$ cat src/rtl/jb_pl_sysref_gen.sv
// Programmable SYSREC/SYSREF pulse generator: continuous or gapped (N periods) operation,
// optionally phase-aligned to a rising edge on an external reference.
module jb_pl_sysref_gen #(
    parameter int unsigned PERIOD_W = 16,
    parameter int unsigned CNT_W    = 8
) (
    input  logic                pl_refclk_i,
    input  logic                pl_rst_i,
    input  logic                start_i,
    input  logic                stop_i,
    input  logic [PERIOD_W-1:0] cfg_period_i,
    input  logic [PERIOD_W-1:0] cfg_high_i,
    input  logic                cfg_mode_i,
    input  logic [CNT_W-1:0]    cfg_npulse_i,
    input  logic                cfg_align_en_i,
    input  logic                align_i,
    output logic                sysref_o,
    output logic                busy_o,
    output logic                done_o,
    output logic                cfg_err_o
);

    typedef enum logic [1:0] {StIdle, StArm, StRun} state_e;

    state_e              state_q, state_d;
    logic [PERIOD_W-1:0] ph_q, ph_d;
    logic [CNT_W-1:0]    pcnt_q, pcnt_d;
    logic [PERIOD_W-1:0] period_q, period_d;
    logic [PERIOD_W-1:0] high_q, high_d;
    logic                mode_q, mode_d;
    logic [CNT_W-1:0]    npulse_q, npulse_d;
    logic                align_en_q, align_en_d;
    logic                stop_q, stop_d;
    logic                done_q, done_d;
    logic                cfg_err_q, cfg_err_d;
    logic                sysref_d;
    (* dont_touch = "true" *) logic sysref_q;
    logic                align_q, align_prev_q;

    logic                cfg_ok;
    logic                align_rise;
    logic                ph_last;
    logic [CNT_W-1:0]    pcnt_inc;

    assign cfg_ok = (cfg_period_i >= PERIOD_W'(2)) &&
                    (cfg_high_i != '0) &&
                    (cfg_high_i < cfg_period_i) &&
                    (!cfg_mode_i || (cfg_npulse_i != '0));

    assign align_rise = align_q & ~align_prev_q;
    assign ph_last    = (ph_q == (period_q - PERIOD_W'(1)));
    assign pcnt_inc   = pcnt_q + CNT_W'(1);

    always_comb begin
        state_d    = state_q;
        ph_d       = ph_q;
        pcnt_d     = pcnt_q;
        period_d   = period_q;
        high_d     = high_q;
        mode_d     = mode_q;
        npulse_d   = npulse_q;
        align_en_d = align_en_q;
        stop_d     = stop_q;
        done_d     = 1'b0;
        cfg_err_d  = 1'b0;

        unique case (state_q)
            StIdle: begin
                if (start_i) begin
                    if (cfg_ok) begin
                        period_d   = cfg_period_i;
                        high_d     = cfg_high_i;
                        mode_d     = cfg_mode_i;
                        npulse_d   = cfg_npulse_i;
                        align_en_d = cfg_align_en_i;
                        ph_d       = '0;
                        pcnt_d     = '0;
                        stop_d     = 1'b0;
                        state_d    = cfg_align_en_i ? StArm : StRun;
                    end else begin
                        cfg_err_d = 1'b1;
                    end
                end
            end
            StArm: begin
                // Stop beats a coincident align edge so no pulse escapes.
                if (stop_i) begin
                    state_d = StIdle;
                    done_d  = 1'b1;
                end else if (align_en_q && align_rise) begin
                    state_d = StRun;
                    ph_d    = '0;
                end
            end
            StRun: begin
                if (ph_last) begin
                    ph_d   = '0;
                    pcnt_d = pcnt_inc;
                    if (stop_q || stop_i || (mode_q && (pcnt_inc == npulse_q))) begin
                        state_d = StIdle;
                        stop_d  = 1'b0;
                        done_d  = 1'b1;
                    end
                end else begin
                    ph_d = ph_q + PERIOD_W'(1);
                    if (stop_i) begin
                        stop_d = 1'b1;
                    end
                end
            end
            default: state_d = StIdle;
        endcase

        // Output is decided from next-state values so sysref_o comes straight off a flop.
        sysref_d = (state_d == StRun) && (ph_d < high_d);
    end

    always_ff @(posedge pl_refclk_i) begin
        if (pl_rst_i) begin
            state_q      <= StIdle;
            ph_q         <= '0;
            pcnt_q       <= '0;
            period_q     <= '0;
            high_q       <= '0;
            mode_q       <= 1'b0;
            npulse_q     <= '0;
            align_en_q   <= 1'b0;
            stop_q       <= 1'b0;
            done_q       <= 1'b0;
            cfg_err_q    <= 1'b0;
            sysref_q     <= 1'b0;
            align_q      <= 1'b0;
            align_prev_q <= 1'b0;
        end else begin
            state_q      <= state_d;
            ph_q         <= ph_d;
            pcnt_q       <= pcnt_d;
            period_q     <= period_d;
            high_q       <= high_d;
            mode_q       <= mode_d;
            npulse_q     <= npulse_d;
            align_en_q   <= align_en_d;
            stop_q       <= stop_d;
            done_q       <= done_d;
            cfg_err_q    <= cfg_err_d;
            sysref_q     <= sysref_d;
            align_q      <= align_i;
            align_prev_q <= align_q;
        end
    end

    assign sysref_o  = sysref_q;
    assign busy_o    = (state_q != StIdle);
    assign done_o    = done_q;
    assign cfg_err_o = cfg_err_q;

endmodule
$ cat config.mk
export PLATFORM = sky130hd
export DESIGN_NAME = jb_pl_sysref_gen
export DESIGN_NICKNAME = d
export VERILOG_FILES = /design/src/rtl/jb_pl_sysref_gen.sv
export SDC_FILE = /design/constraint.sdc
export NUM_CORES = 1
export LEC_CHECK = 0
export BUFFER_PORTS_ARGS = -buffer_cell sky130_fd_sc_hd__buf_2
export CAP_MARGIN = 40
export CORE_ASPECT_RATIO = 2
export CORE_MARGIN = 2
export CORE_UTILIZATION = 55
export CTS_CLUSTER_SIZE = 10
export DETAILED_ROUTE_END_ITERATION = 6
export HOLD_SLACK_MARGIN = 0.15
export PLACE_DENSITY = 0.74
export SETUP_SLACK_MARGIN = 0.4
export SYNTH_ARGS = -nofsm -noshare
export SYNTH_HDL_FRONTEND = slang
export SYNTH_SLANG_ARGS = --single-unit
$ cat constraint.sdc
create_clock -name pl_refclk_i -period 5.9 [get_ports pl_refclk_i]
set_clock_uncertainty 0.2 [all_clocks]
set_input_delay 0.885 -clock pl_refclk_i [delete_from_list [all_inputs] [get_ports pl_refclk_i]]
set_output_delay 0.885 -clock pl_refclk_i [all_outputs]
set_load 0.02 [all_outputs]
# Yosys cells after proc, flatten, opt, wreduce, memory -nomap -nowiden
# Cells that the tools add are included.
# op_classes
add_sub_neg	3
order_cmp	3
eq_ne	10
n_mux	32
bitwise_logic	4
n_reduce_logical	19
# op_table
cell	count
two-way mux 16 bit	8
one-hot mux 16 bit (3 select lines)	1
< comparator 16 bit	2
two-way mux 8 bit	3
adder 16 x 1 -> 16 bit, second input constant	1
equality test 16 bit	1
>= comparator 16 x 2 -> 1 bit, second input constant	1
one-hot mux 8 bit (2 select lines)	1
nonzero test 16 bit	1
subtractor 16 x 1 -> 16 bit, second input constant	1
two-way mux 2 bit	7
two-way mux 1 bit	9
adder 8 x 1 -> 8 bit, second input constant	1
equality test 8 bit	1
nonzero test 8 bit	1
logical AND 1 bit	6
!= test 2 bit, second input constant	3
!= test 3 bit, second input constant	2
one-hot mux 2 bit (3 select lines)	1
AND reduction 5 bit	1
equality test 2 bit, second input constant	2
one-hot mux 1 bit (2 select lines)	2
AND reduction 4 bit	1
nonzero test 2 bit	2
other kinds (8)	12
# totals
reg_bits	74
input_bits	47
out_inout_bits	4
elab_cells	85

# Logic depth before layout (Yosys ltp)
# depth
ltp_word	9
depth_mapped	22
ltp_nobuf	19

# Least setup slack after synthesis
# OpenSTA, ideal clock, no wires.
# synth_path
path_type	input-to-reg
from	in cfg_period_i[13]
to	reg sysref_q (netlist: sysref_o)
setup_ps	61
t_arrival_ps	4165
required_ps	5639
setup_slack_ps	1474
stages	16
n_path_buf	1
cell_sequence	inv_1 > ha_1 > a21o_1 > a21o_1 > a221oi_1 > nand4_1 > buf_1 > mux2i_1 > ha_1 > and4_1 > a21oi_1 > nand2_1 > a221oi_1 > o21ai_0 > a21oi_1 > and4_1
# synth_via
elab_chain_len	9
word_cells_on_any_way	17
cone_classes	order compare (3); eq/ne (1); mux (9); reduce/logical (4)
# synth_rtl
element	line_no	source
start: declaration	11	input logic [PERIOD_W-1:0] cfg_period_i,
>= comparator 16 x 2 -> 1 bit	45	assign cfg_ok = (cfg_period_i >= PERIOD_W'(2)) &&
logical AND 1 bit	45	
logical AND 1 bit *	46	(cfg_high_i != '0) &&
logical AND 1 bit *	47	(cfg_high_i < cfg_period_i) &&
two-way mux 16 bit / two-way mux 2 bit (equally long branches)	70	if (cfg_ok) begin
two-way mux 16 bit / two-way mux 2 bit (equally long branches)	69	if (start_i) begin
one-hot mux 16 bit (3 select lines) (tied with other cells)	67	unique case (state_q)
< comparator 16 bit / equality test 2 bit (equally long branches)	115	sysref_d = (state_d == StRun) && (ph_d < high_d);
logical AND 1 bit *	115	
end signal: assignment	146	sysref_q <= sysref_d;
end: declaration	37	(* dont_touch = "true" *) logic sysref_q;
# Mark *: on every way between the ends. The rest lies on a longest branch, timed or not.
# A chain may end at the register's enable or synchronous reset.

# Worst setup path after layout
# layout_path
from	reg period_q[8]
to	reg sysref_q (netlist: sysref_o)
# layout_via
elab_chain_len	6
word_cells_on_any_way	9
cone_classes	add/sub (1); order compare (1); eq/ne (2); mux (4); reduce/logical (1)
# layout_rtl
element	line_no	source
start: declaration	28	logic [PERIOD_W-1:0] period_q, period_d;
start signal: assignment	138	period_q <= period_d;
subtractor 16 x 1 -> 16 bit	51	assign ph_last = (ph_q == (period_q - PERIOD_W'(1)));
equality test 16 bit	51	
two-way mux 16 bit	96	if (ph_last) begin
one-hot mux 16 bit (3 select lines)	67	
via ph_d[7]	26	logic [PERIOD_W-1:0] ph_q, ph_d;
< comparator 16 bit	115	
logical AND 1 bit	115	
# The timed path passes the listed nets, and every way through them passes these cells.

==> results.ini <==
[finish]
final_cells = 727
drive_gt1_frac = 0.134
fin_nets = 706
finish.instance_area_um2 = 5340
antenna_cells = 0
area_delta_synth_final_pct = 12.5

[routing]
vias = 4504
first_pass_iters = 5
wl_per_cell_um = 18.9
wirelength_mm = 13.7
final_antenna_net_count = 0
drc = 0
routed_via_density = 6.20
drt_iter0_drc = 268

[power_and_ir_drop]
ir_drop_mv = 0.201
leakagePower_nw = 2.42
power_density_nw_per_um2 = 254
finalPower_mw = 1.36

[floorplan]
core_area_um2 = 8530
top_level_ports = 51
die_w_um = 69.7
fp.dieH_um = 135
die_area_um2 = 9430
start_util = 0.556
rows = 48

[synth]
synth_common_cells = nor2_1, dfxtp_1, a21oi_1
synthFlopType = dfxtp_1
synth_area_um2 = 4740
ys_seq_elements = 74
synth.distinct_cells = 64
yosys_warnings = 0
syn_area_per_cell_um2 = 8.11
synth_top_area_share = 0.312
synth_area_leaders = dfxtp_1, ha_1, nor2_1, mux2i_1, a21oi_1
synthCells = 585
yosysTopAreaCell = dfxtp_1
syn_nets = 669
synth-edff-count = 0
async_reset_ff_frac = 0
yosysSeqAreaShare = 0.312
yosysMostFrequentCell = nor2_1

[worst_setup_path]
slowest_stage = nor4_1
crit_chain = nor4_1 > nand4_1 > o21a_1 > o211ai_1 > a2111oi_2 > buf_4 > nor3_1 > buf_4 > and2_1 > o22a_1 > ha_1 > and4_1 > a21oi_1 > nand2_1 > a221oi_1 > o21ai_0 > a21oi_1 > and4_1
path_class = register to register
crit_path_max_fanout = 11
required_ns = 5.99
cp.arrival_ns = 5.03
slowest_delay_ns = 0.68
startpoint_type = register
end_kind = register

[timing]
slew_headroom = 0.501
setup_tns_ns = 0
post-route-period-util = 0.837
fmax_mhz = 202
worst_pin_slew_ns = 0.738
fin_crit_ns = 4.94
rsz0062_at_grt = false
finalMaxSlewViolations = 0
hold_viol = 0
setup_violations = 0

[placed_design]
place_area_um2 = 5060
placed_cells = 711
portBuffers = 50
hpwl_mm = 10.5
place_congestion = 0.948

[run_status]
status = finished, final reports clean

[clocking]
cts_root_buf = clkbuf_16
h-tree-depth = 3
cts_tree = yes
clock-sinks = 74
cts_buffer_depth = 2
clk_latency_ns = 0.34
cts-buffers-inserted = 9
cts_resized = 0
postCtsHoldBufs = 0
cts_setup_buffers = 0
clk_pin_slew_ns = 0.06

[grt]
grtUsageTotal = 0.297
grt_overflow_total = 0
grt_pass1_vias = 4459
grt_pass1_wl_mm = 21.8
antenna_found_initial = 0
grt_max_degree = 65

[min_path]
hp-class = register to register

[flow_run]
maxCapViolCount = 0

[area by class of cell]
type	instances	area [um^2]
Timing Repair Buffer	56	308
Clock buffer	10	239
Inverter	33	124
Fill cell	767	3190
Sequential cell	74	1480
Clock inverter	6	40.0
Tap cell	100	125
Multi-Input combinational cell	448	3020
[sequential cells by signal, indices dropped and copies added (netlist names), 2 cells and up]
| signal | flops |
|---|---|
| high_q | 16 |
| npulse_q | 8 |
| pcnt_q | 8 |
| period_q | 16 |
| ph_q | 16 |
| state_q | 2 |
[per-stage QoR]
| step | worst slack (ns) | hold slack (ns) | utilization |
|---|---|---|---|
| detailed placement | 0.852 | 0.269 | 0.593 |
| finish | 0.962 | 0.275 | 0.626 |
| CTS | 1.11 | 0.280 | 0.626 |
| floorplan | 1.47 | 0.230 | - |
| global route | 0.647 | 0.290 | 0.626 |
| global placement | 0.912 | 0.248 | 0.593 |
[critical path, delay by kind of cell (launching register included)]
kind	cells	cell delay, ns
adders and majority gates	1	0.26
buffers and inverters	2	0.44
AOI/OAI and AO/OA	8	1.47
and+or+nand+nor	7	2.09
DFF	1	0.41
[logic make-up (layout without fill, tap and decap cells)]
kind of cell               after synthesis  in the layout  share of synthesized area
DFF                                     74             74                      0.312
adders and majority gates               37             37                     0.0976
and+or+nand+nor                        228            228                      0.241
AOI/OAI and AO/OA                      124            124                      0.178
muxes                                   27             27                     0.0572
buffers and inverters                   63            105                     0.0514
xor gates and xnor gates                32             32                     0.0620
[placed cells by master, fill, tap and decap left out, types with 11 or more instances in the layout]
| master | Yosys | routed |
|---|---|---|
| a21oi_1 | 45 | 45 |
| and2_1 | 13 | 13 |
| buf_2 | 3 | 50 |
| dfxtp_1 | 74 | 74 |
| ha_1 | 37 | 37 |
| inv_1 | 33 | 33 |
| mux2i_1 | 26 | 26 |
| nand2_1 | 35 | 35 |
| nand3_1 | 18 | 18 |
| nand4_1 | 16 | 16 |
| nor2_1 | 80 | 80 |
| nor4_1 | 16 | 16 |
| o21ai_0 | 18 | 18 |
| xnor2_1 | 20 | 20 |
| xor2_1 | 11 | 11 |
[worst paths after layout]
check	startpoint	to	slack [ns]	cells after the start
max	period_q[8]	sysref_o	0.96	18
min	align_q	align_prev_q	0.28	1
max reg2reg	period_q[8]	sysref_o	0.96	18
min reg2reg	align_q	align_prev_q	0.28	1
[power breakdown]
part | internal (mW) | switching, mW | total [mW] | leakage (nW)
Sequential | 0.525 | 0.0264 | 0.552 | 0.602
Clock | 0.297 | 0.220 | 0.517 | 0.139
Combinational | 0.118 | 0.169 | 0.287 | 1.68
Total | 0.940 | 0.415 | 1.36 | 2.42
[per-layer routing]
| layer | GRT usage | vias to the layer above | part of all wire |
|---|---|---|---|
| li1 | - | 2190 | - |
| met1 | 0.270 | 2126 | 0.34 |
| met2 | 0.596 | 142 | 0.57 |
| met3 | 0.0491 | 46 | 0.038 |
| met4 | 0.176 | 0 | 0.054 |
| met5 | 0 | - | 0 |
(Power assumes the default switching activity.)
